[src/rtl/seq_pkg.sv]
// Shared definitions for the fetch/decode sequencer: instruction field
// positions, opcode and FSM state enums, and small decode helpers.
package seq_pkg;

    typedef enum logic [3:0] {
        OP_ADD  = 4'h0,
        OP_SUB  = 4'h1,
        OP_AND  = 4'h2,
        OP_ORR  = 4'h3,
        OP_MOV  = 4'h4,
        OP_MOVI = 4'h5,
        OP_CMP  = 4'h6,
        OP_B    = 4'h7,
        OP_BEQ  = 4'h8,
        OP_HALT = 4'hF
    } opcode_t;

    typedef enum logic [2:0] {FETCH, DECODE, EXEC, WB, HALT} state_t;

    typedef struct packed {
        logic z;
        logic n;
    } flags_t;

    localparam int OP_MSB  = 15;
    localparam int OP_LSB  = 12;
    localparam int RD_MSB  = 11;
    localparam int RD_LSB  = 8;
    localparam int RN_MSB  = 7;
    localparam int RN_LSB  = 4;
    localparam int RM_MSB  = 3;
    localparam int RM_LSB  = 0;
    localparam int IMM_MSB = 7;
    localparam int IMM_LSB = 0;

    localparam logic [3:0] PC_REG = 4'd15;

    // Ops 0-5 produce a register result destined for rd.
    function automatic logic writes_rd(input logic [3:0] op);
        return op <= OP_MOVI;
    endfunction

    function automatic logic sets_flags(input logic [3:0] op);
        return (op <= OP_ORR) || (op == OP_CMP);
    endfunction

    // 9..E are unassigned; F is HALT.
    function automatic logic is_illegal(input logic [3:0] op);
        return (op > OP_BEQ) && (op != OP_HALT);
    endfunction

endpackage

[src/rtl/fetch_decode_sequencer_if.sv]
// Instruction-memory fetch interface.
//   req  : fetch request (sequencer -> memory)
//   addr : fetch address, the program counter
//   ack  : instruction valid this cycle (memory -> sequencer)
//   data : instruction word
interface fetch_decode_sequencer_if #(
    parameter int BUS     = 8,
    parameter int INSTR_W = 16
);
    logic               req;
    logic [BUS-1:0]     addr;
    logic               ack;
    logic [INSTR_W-1:0] data;

    modport master (output req, output addr, input ack, input data);
    modport slave  (input req, input addr, output ack, output data);
endinterface

[src/rtl/seq_alu.sv]
// Combinational ALU for the sequencer.
//   op     : instruction opcode
//   a, b   : bank read data for rn and rm
//   imm8   : immediate field
//   result : op result, modulo 2^BUS (carry dropped)
//   z, n   : zero / negative of result
module seq_alu
    import seq_pkg::*;
#(
    parameter int BUS = 8
) (
    input  logic [3:0]     op,
    input  logic [BUS-1:0] a,
    input  logic [BUS-1:0] b,
    input  logic [7:0]     imm8,
    output logic [BUS-1:0] result,
    output logic           z,
    output logic           n
);
    always_comb begin
        result = '0;
        case (op)
            OP_ADD:  result = a + b;
            OP_SUB:  result = a - b;
            OP_AND:  result = a & b;
            OP_ORR:  result = a | b;
            OP_MOV:  result = b;
            OP_MOVI: result = BUS'(imm8);
            OP_CMP:  result = a - b;
            default: result = '0;
        endcase
        z = (result == '0);
        n = result[BUS-1];
    end
endmodule

[src/rtl/fetch_decode_sequencer.sv]
// Multicycle fetch/decode/control stage feeding a 16-entry register bank.
// One instruction at a time: FETCH -> DECODE -> EXEC -> WB, no overlap.
//   clk, rst_n      : clock, async active-low reset
//   imem            : instruction fetch interface (master side)
//   da, db, dc, RE  : bank read addresses (rn, rm, rd) and read enable
//   address, WE     : bank write address (rd) and write enable
//   write_data      : bank write data
//   pc_in           : program counter, mirrored into bank r15
//   doa, dob        : bank read data, registered inside the bank
//   halted, illegal : HALT executed / undefined opcode pulse in WB
module fetch_decode_sequencer
    import seq_pkg::*;
#(
    parameter int             BUS      = 8,
    parameter int             DIR      = 4,
    parameter int             INSTR_W  = 16,
    parameter logic [BUS-1:0] RESET_PC = '0
) (
    input  logic                      clk,
    input  logic                      rst_n,
    fetch_decode_sequencer_if.master  imem,
    output logic [DIR-1:0]            da,
    output logic [DIR-1:0]            db,
    output logic [DIR-1:0]            dc,
    output logic                      RE,
    output logic [DIR-1:0]            address,
    output logic                      WE,
    output logic [BUS-1:0]            write_data,
    output logic [BUS-1:0]            pc_in,
    input  logic [BUS-1:0]            doa,
    input  logic [BUS-1:0]            dob,
    output logic                      halted,
    output logic                      illegal
);
    state_t             state, state_n;
    logic [INSTR_W-1:0] ir_q;
    logic [BUS-1:0]     pc_q, res_q, tgt_q, alu_res, imm_sext;
    logic [DIR-1:0]     addr_q, rd;
    flags_t             flags_q;
    logic               alu_z, alu_n, wr_pc, taken;
    logic [3:0]         op;
    logic [7:0]         imm8;

    assign op       = ir_q[OP_MSB:OP_LSB];
    assign rd       = ir_q[RD_MSB:RD_LSB];
    assign imm8     = ir_q[IMM_MSB:IMM_LSB];
    assign imm_sext = BUS'($signed(imm8));

    assign wr_pc = writes_rd(op) && (rd == PC_REG);
    // BEQ does not touch the flags, so Z is still the value it saw in EXEC.
    assign taken = (op == OP_B) || ((op == OP_BEQ) && flags_q.z);

    seq_alu #(.BUS(BUS)) u_alu (
        .op     (op),
        .a      (doa),
        .b      (dob),
        .imm8   (imm8),
        .result (alu_res),
        .z      (alu_z),
        .n      (alu_n)
    );

    always_ff @(posedge clk or negedge rst_n) begin
        if (!rst_n) state <= FETCH;
        else        state <= state_n;
    end

    always_comb begin
        state_n  = state;
        imem.req = 1'b0;
        RE       = 1'b0;
        WE       = 1'b0;
        illegal  = 1'b0;
        halted   = 1'b0;
        case (state)
            FETCH: begin
                imem.req = 1'b1;
                if (imem.ack) state_n = DECODE;
            end
            DECODE: begin
                RE      = 1'b1;
                state_n = EXEC;
            end
            EXEC: state_n = WB;
            WB: begin
                // Writes to r15 become PC loads; the bank never sees them.
                WE      = writes_rd(op) && (rd != PC_REG);
                illegal = is_illegal(op);
                state_n = (op == OP_HALT) ? HALT : FETCH;
            end
            HALT:    halted  = 1'b1;
            default: state_n = FETCH;
        endcase
    end

    always_ff @(posedge clk or negedge rst_n) begin
        if (!rst_n) begin
            pc_q    <= RESET_PC;
            ir_q    <= '0;
            res_q   <= '0;
            tgt_q   <= '0;
            addr_q  <= '0;
            flags_q <= '0;
        end else begin
            case (state)
                FETCH: if (imem.ack) ir_q <= imem.data;
                EXEC: begin
                    res_q  <= alu_res;
                    tgt_q  <= pc_q + imm_sext;
                    addr_q <= rd;
                    if (sets_flags(op)) flags_q <= '{z: alu_z, n: alu_n};
                end
                WB: begin
                    if (wr_pc)      pc_q <= res_q;
                    else if (taken) pc_q <= tgt_q;
                    else            pc_q <= pc_q + BUS'(1);
                end
                default: ;
            endcase
        end
    end

    // ir_q only changes on entry to DECODE, so the read addresses hold
    // their last values everywhere else; address/write_data likewise only
    // change at the end of EXEC.
    assign da         = ir_q[RN_MSB:RN_LSB];
    assign db         = ir_q[RM_MSB:RM_LSB];
    assign dc         = rd;
    assign address    = addr_q;
    assign write_data = res_q;
    assign imem.addr  = pc_q;
    assign pc_in      = pc_q;
endmodule
[src/flat_wrapper.sv]
// flat-port wrapper written by rule: the top's interface ports become plain ports
module fetch_decode_sequencer_flat import seq_pkg::*;
#(
    parameter int             BUS      = 8,
    parameter int             DIR      = 4,
    parameter int             INSTR_W  = 16,
    parameter logic [BUS-1:0] RESET_PC = '0
)
  (clk, rst_n, da, db, dc, RE, address, WE, write_data, pc_in, doa, dob, halted, illegal, imem_req, imem_addr, imem_ack, imem_data);
  fetch_decode_sequencer_if #(.BUS(BUS), .INSTR_W(INSTR_W)) imem_i ();
  input  logic clk;
  input  logic rst_n;
  output logic [DIR-1:0] da;
  output logic [DIR-1:0] db;
  output logic [DIR-1:0] dc;
  output logic RE;
  output logic [DIR-1:0] address;
  output logic WE;
  output logic [BUS-1:0] write_data;
  output logic [BUS-1:0] pc_in;
  input  logic [BUS-1:0] doa;
  input  logic [BUS-1:0] dob;
  output logic halted;
  output logic illegal;
  output wire logic [$bits(imem_i.req)-1:0] imem_req;
  output wire logic [$bits(imem_i.addr)-1:0] imem_addr;
  input wire logic [$bits(imem_i.ack)-1:0] imem_ack;
  input wire logic [$bits(imem_i.data)-1:0] imem_data;
  assign imem_req = imem_i.req;
  assign imem_addr = imem_i.addr;
  assign imem_i.ack = imem_ack;
  assign imem_i.data = imem_data;
  fetch_decode_sequencer #(.BUS(BUS), .DIR(DIR), .INSTR_W(INSTR_W), .RESET_PC(RESET_PC)) u_core (.clk(clk), .rst_n(rst_n), .imem(imem_i), .da(da), .db(db), .dc(dc), .RE(RE), .address(address), .WE(WE), .write_data(write_data), .pc_in(pc_in), .doa(doa), .dob(dob), .halted(halted), .illegal(illegal));
endmodule
[config.mk]
export PLATFORM = sky130hd
export DESIGN_NAME = fetch_decode_sequencer_flat
export DESIGN_NICKNAME = d
export VERILOG_FILES = /design/src/rtl/seq_pkg.sv /design/src/rtl/fetch_decode_sequencer_if.sv /design/src/rtl/seq_alu.sv /design/src/rtl/fetch_decode_sequencer.sv /design/src/flat_wrapper.sv
export SDC_FILE = /design/constraint.sdc
export NUM_CORES = 1
export LEC_CHECK = 0
export CORE_ASPECT_RATIO = 0.8
export CORE_MARGIN = 2
export CORE_UTILIZATION = 35
export CTS_CLUSTER_SIZE = 12
export DETAILED_ROUTE_END_ITERATION = 6
export PLACE_DENSITY_LB_ADDON = 0.1
export SLEW_MARGIN = 30
export SYNTH_ARGS = -nofsm -noshare
export SYNTH_HDL_FRONTEND = slang
export SYNTH_HIERARCHICAL = 1
export SYNTH_SLANG_ARGS = --single-unit
[constraint.sdc]
create_clock -name clk -period 4.3 [get_ports clk]
set_clock_uncertainty 0.2 [all_clocks]
set_input_delay 0.43 -clock clk [delete_from_list [all_inputs] [get_ports clk]]
set_output_delay 0.43 -clock clk [all_outputs]
set_load 0.02 [all_outputs]
==> metrics <==
status complete, no violations; Starting Density 0.356; Synth Instances 371; post-synthesis net count ~430; post-CTS setup buffers 0; final setup vio count 0; GR Overflow Total 0; Final Max Tran Viols 0; most frequent cells in the layout clkdlybuf4s50_1, dfrtp_1, mux2_2; H-tree depth 2; leakage power ~1.8 nW; commonest non-fill, non-tap cell in the layout clkdlybuf4s50_1; final period utilization 0.915; Most used DFF post-synth dfrtp_1; clock buffer depth 2; Ys Warns 6; Avg Cell Area, Syn approximately 9.7 um2; met2 WL post-DR 4270 um; top-area cell type share of the netlist area 0.334; FF-to-FF End u_core/flags_q[1]; hold buffer count at CTS 0; crit end category flip-flop; post-synthesis sequential element count 48; Core Region 10100 um2; Synth Area in Simple Gates 0.174; Yosys cell types 58; main area contributors after synthesis dfrtp_1, mux2_2, ha_1; Syn-to-layout area delta 24.3%; proportion of layout cells with a drive suffix above 1 0.134; drt total wl 9720 um; WP data arrival between 3 and 4 ns; CTS Buf Count 5; worst-margin pin slew 0.939 ns; PostCTS Resize Cnt 0; Max Fanout on Critical Path 19; Vias 2941; multiplexer share of the synthesized area 0.130; antenna violations before repair 0; Synth Area in XOR/XNOR 0.0462; number of global-route vias before repair between 2000 and 3000; Fmax around 0.25 GHz; Filler cells a little over 1000; routability cong. 0.807; CTS Root Cell clkbuf_16; num rows 33; drt wl/cell 17.2 um; GRT Overall Usage 0.177; full die area around 11000 um2; Setup WS pre-CTS around 0.43 ns; clk slew on worst S/H paths around 0.07 ns; WS Path Type flip-flop to flip-flop; hpwl dp roughly 7300 um; most used cell, CP mux2_2; total power draw about 3.6 mW; DR pass1 iterations 4; met3 WL post-DR between 600 and 700 um; IO Port Bufs between 70 and 80; final std cell area, no fill about 4500 um2; Synth Cell Area roughly 3600 um2; cell taking the most area after synthesis dfrtp_1; Final nets around 480; Setup TNS 0 ns; CP Data Required Time 4.28 ns; Pwr Density ~820 nW/um2; peak supply drop about 0.39 mV; Metal-1 WL 4710 um; Post-Synth Adder-Cell Area 0.0848; # DRC 0; first-pass GRT wire length 15600 um; worst reg2reg startpoint u_core/ir_q[14]; MaxCap Viol Count 0; final hold vios 0; Ports 80; largest net degree at the start of global routing 49; largest family of logic cells by synthesized area simple AND/OR/NAND/NOR gates; Die H 94.7 um; placed cell areas approximately 4300 um2; unrepaired setup endpoints after global routing false; flop-to-flop setup slack 0.37 ns; WP buf/inv 0; Die X approximately 120 um; HP Class input port to asynchronous set/reset pin; drt first-iter violations about 110; Final WS setup approximately 0.37 ns; Max-slew headroom 0.372; Min Hold Slack 0.0493 ns; vias per cell about 5.2; post-synthesis sequential area ratio 0.334; worst reg-to-reg path cell count 11; TritonCTS clock tree yes; Antenna Nets Post-Route 0; clock latency on the worst-skew pair between 0.2 and 0.3 ns; slowest CP cell dfrtp_1; number of synthesized flops with an enable pin 0; Antenna diodes 0; Synth async-reset ratio 1.00; Crit path max-delay family simple AND/OR/NAND/NOR gates; post-synthesis compound-gate area fraction 0.150; Top Layer Used met4; max incr delay on CP 0.72 ns; Final Critical Period ~3.9 ns; CP Launch Type flip-flop; crit-path cells nor4bb_4 -> or2_1 -> mux2_2 -> fa_1 -> nand2b_1 -> a21oi_1 -> nor2_1 -> mux2i_1 -> o21ai_0 -> nor4b_2 -> mux2_2; CTS sink cnt 48
## worst max-delay path by stage
stage / startpoint / endpoint / slack (ns) / depth (start not counted)
floorplan: u_core/ir_q[15] / u_core/flags_q[1] / 1.00 / 13
global placement: u_core/ir_q[14] / u_core/flags_q[1] / 0.47 / 11
detailed placement: u_core/ir_q[14] / u_core/flags_q[1] / 0.43 / 11
CTS: u_core/ir_q[14] / u_core/flags_q[1] / 0.42 / 11
global route: u_core/ir_q[14] / u_core/flags_q[1] / 0.15 / 11
finish: u_core/ir_q[14] / u_core/flags_q[1] / 0.37 / 11
## metrics by stage
stage                     utilization  std cells
after floorplan                     -        371
after global placement          0.427        557
after detailed placement        0.427        557
after CTS                       0.442        565
after global routing            0.442        565
final                           0.442        565
## flip-flops by register name, summed over array words and instances, names as in the netlist
name,count
u_core/address,4
u_core/flags_q,1
u_core/imem.addr,8
u_core/ir_q,16
u_core/state,3
u_core/tgt_q,8
u_core/write_data,8
## synth_stat cells, types with 6 or more instances
cell     number
a21oi_1      23
buf_2         6
buf_4        22
dfrtp_1      48
ha_1         18
inv_1         8
mux2_2       37
nand2_1      22
nand3_1       9
nor2_1       21
nor2b_1      10
nor3_1        9
o21ai_0      22
xnor2_1      13
xor2_1        6
## power by group
| part | internal, mW | leakage [nW] | switching [mW] |
|---|---|---|---|
| clock | 0.232 | 0.0701 | 0.171 |
| sequential | 0.668 | 0.581 | 0.328 |
| combinational | 1.11 | 1.17 | 1.14 |
| total | 2.01 | 1.82 | 1.64 |
## per-layer routing
metal / vias to the layer above / global-route usage
met5: - / 0
met4: 0 / 0.0361
met3: 8 / 0.0459
met2: 73 / 0.272
met1: 1429 / 0.252
li1: 1431 / -
## cells by family after synthesis
kind of cell             Yosys count
AND/OR/NAND/NOR                  109
multiplexers                      42
adder cells (fa/ha/maj)           24
XOR/XNOR                          19
AO/OA/AOI/OAI                     85
buffers and inverters             44
flip-flops                        48
## final cells by class
type	instances	area [um2]	share of cell area
clock inverters	1	7.51	0.00168
repair buffers	82	808	0.181
multi-input cells	279	2110	0.471
inverters	8	30.0	0.00671
well taps	140	175	0.0391
flip-flops and latches	48	1200	0.268
clock buffers	7	143	0.0319
No activity file was read; power rests on OpenSTA's default activity.
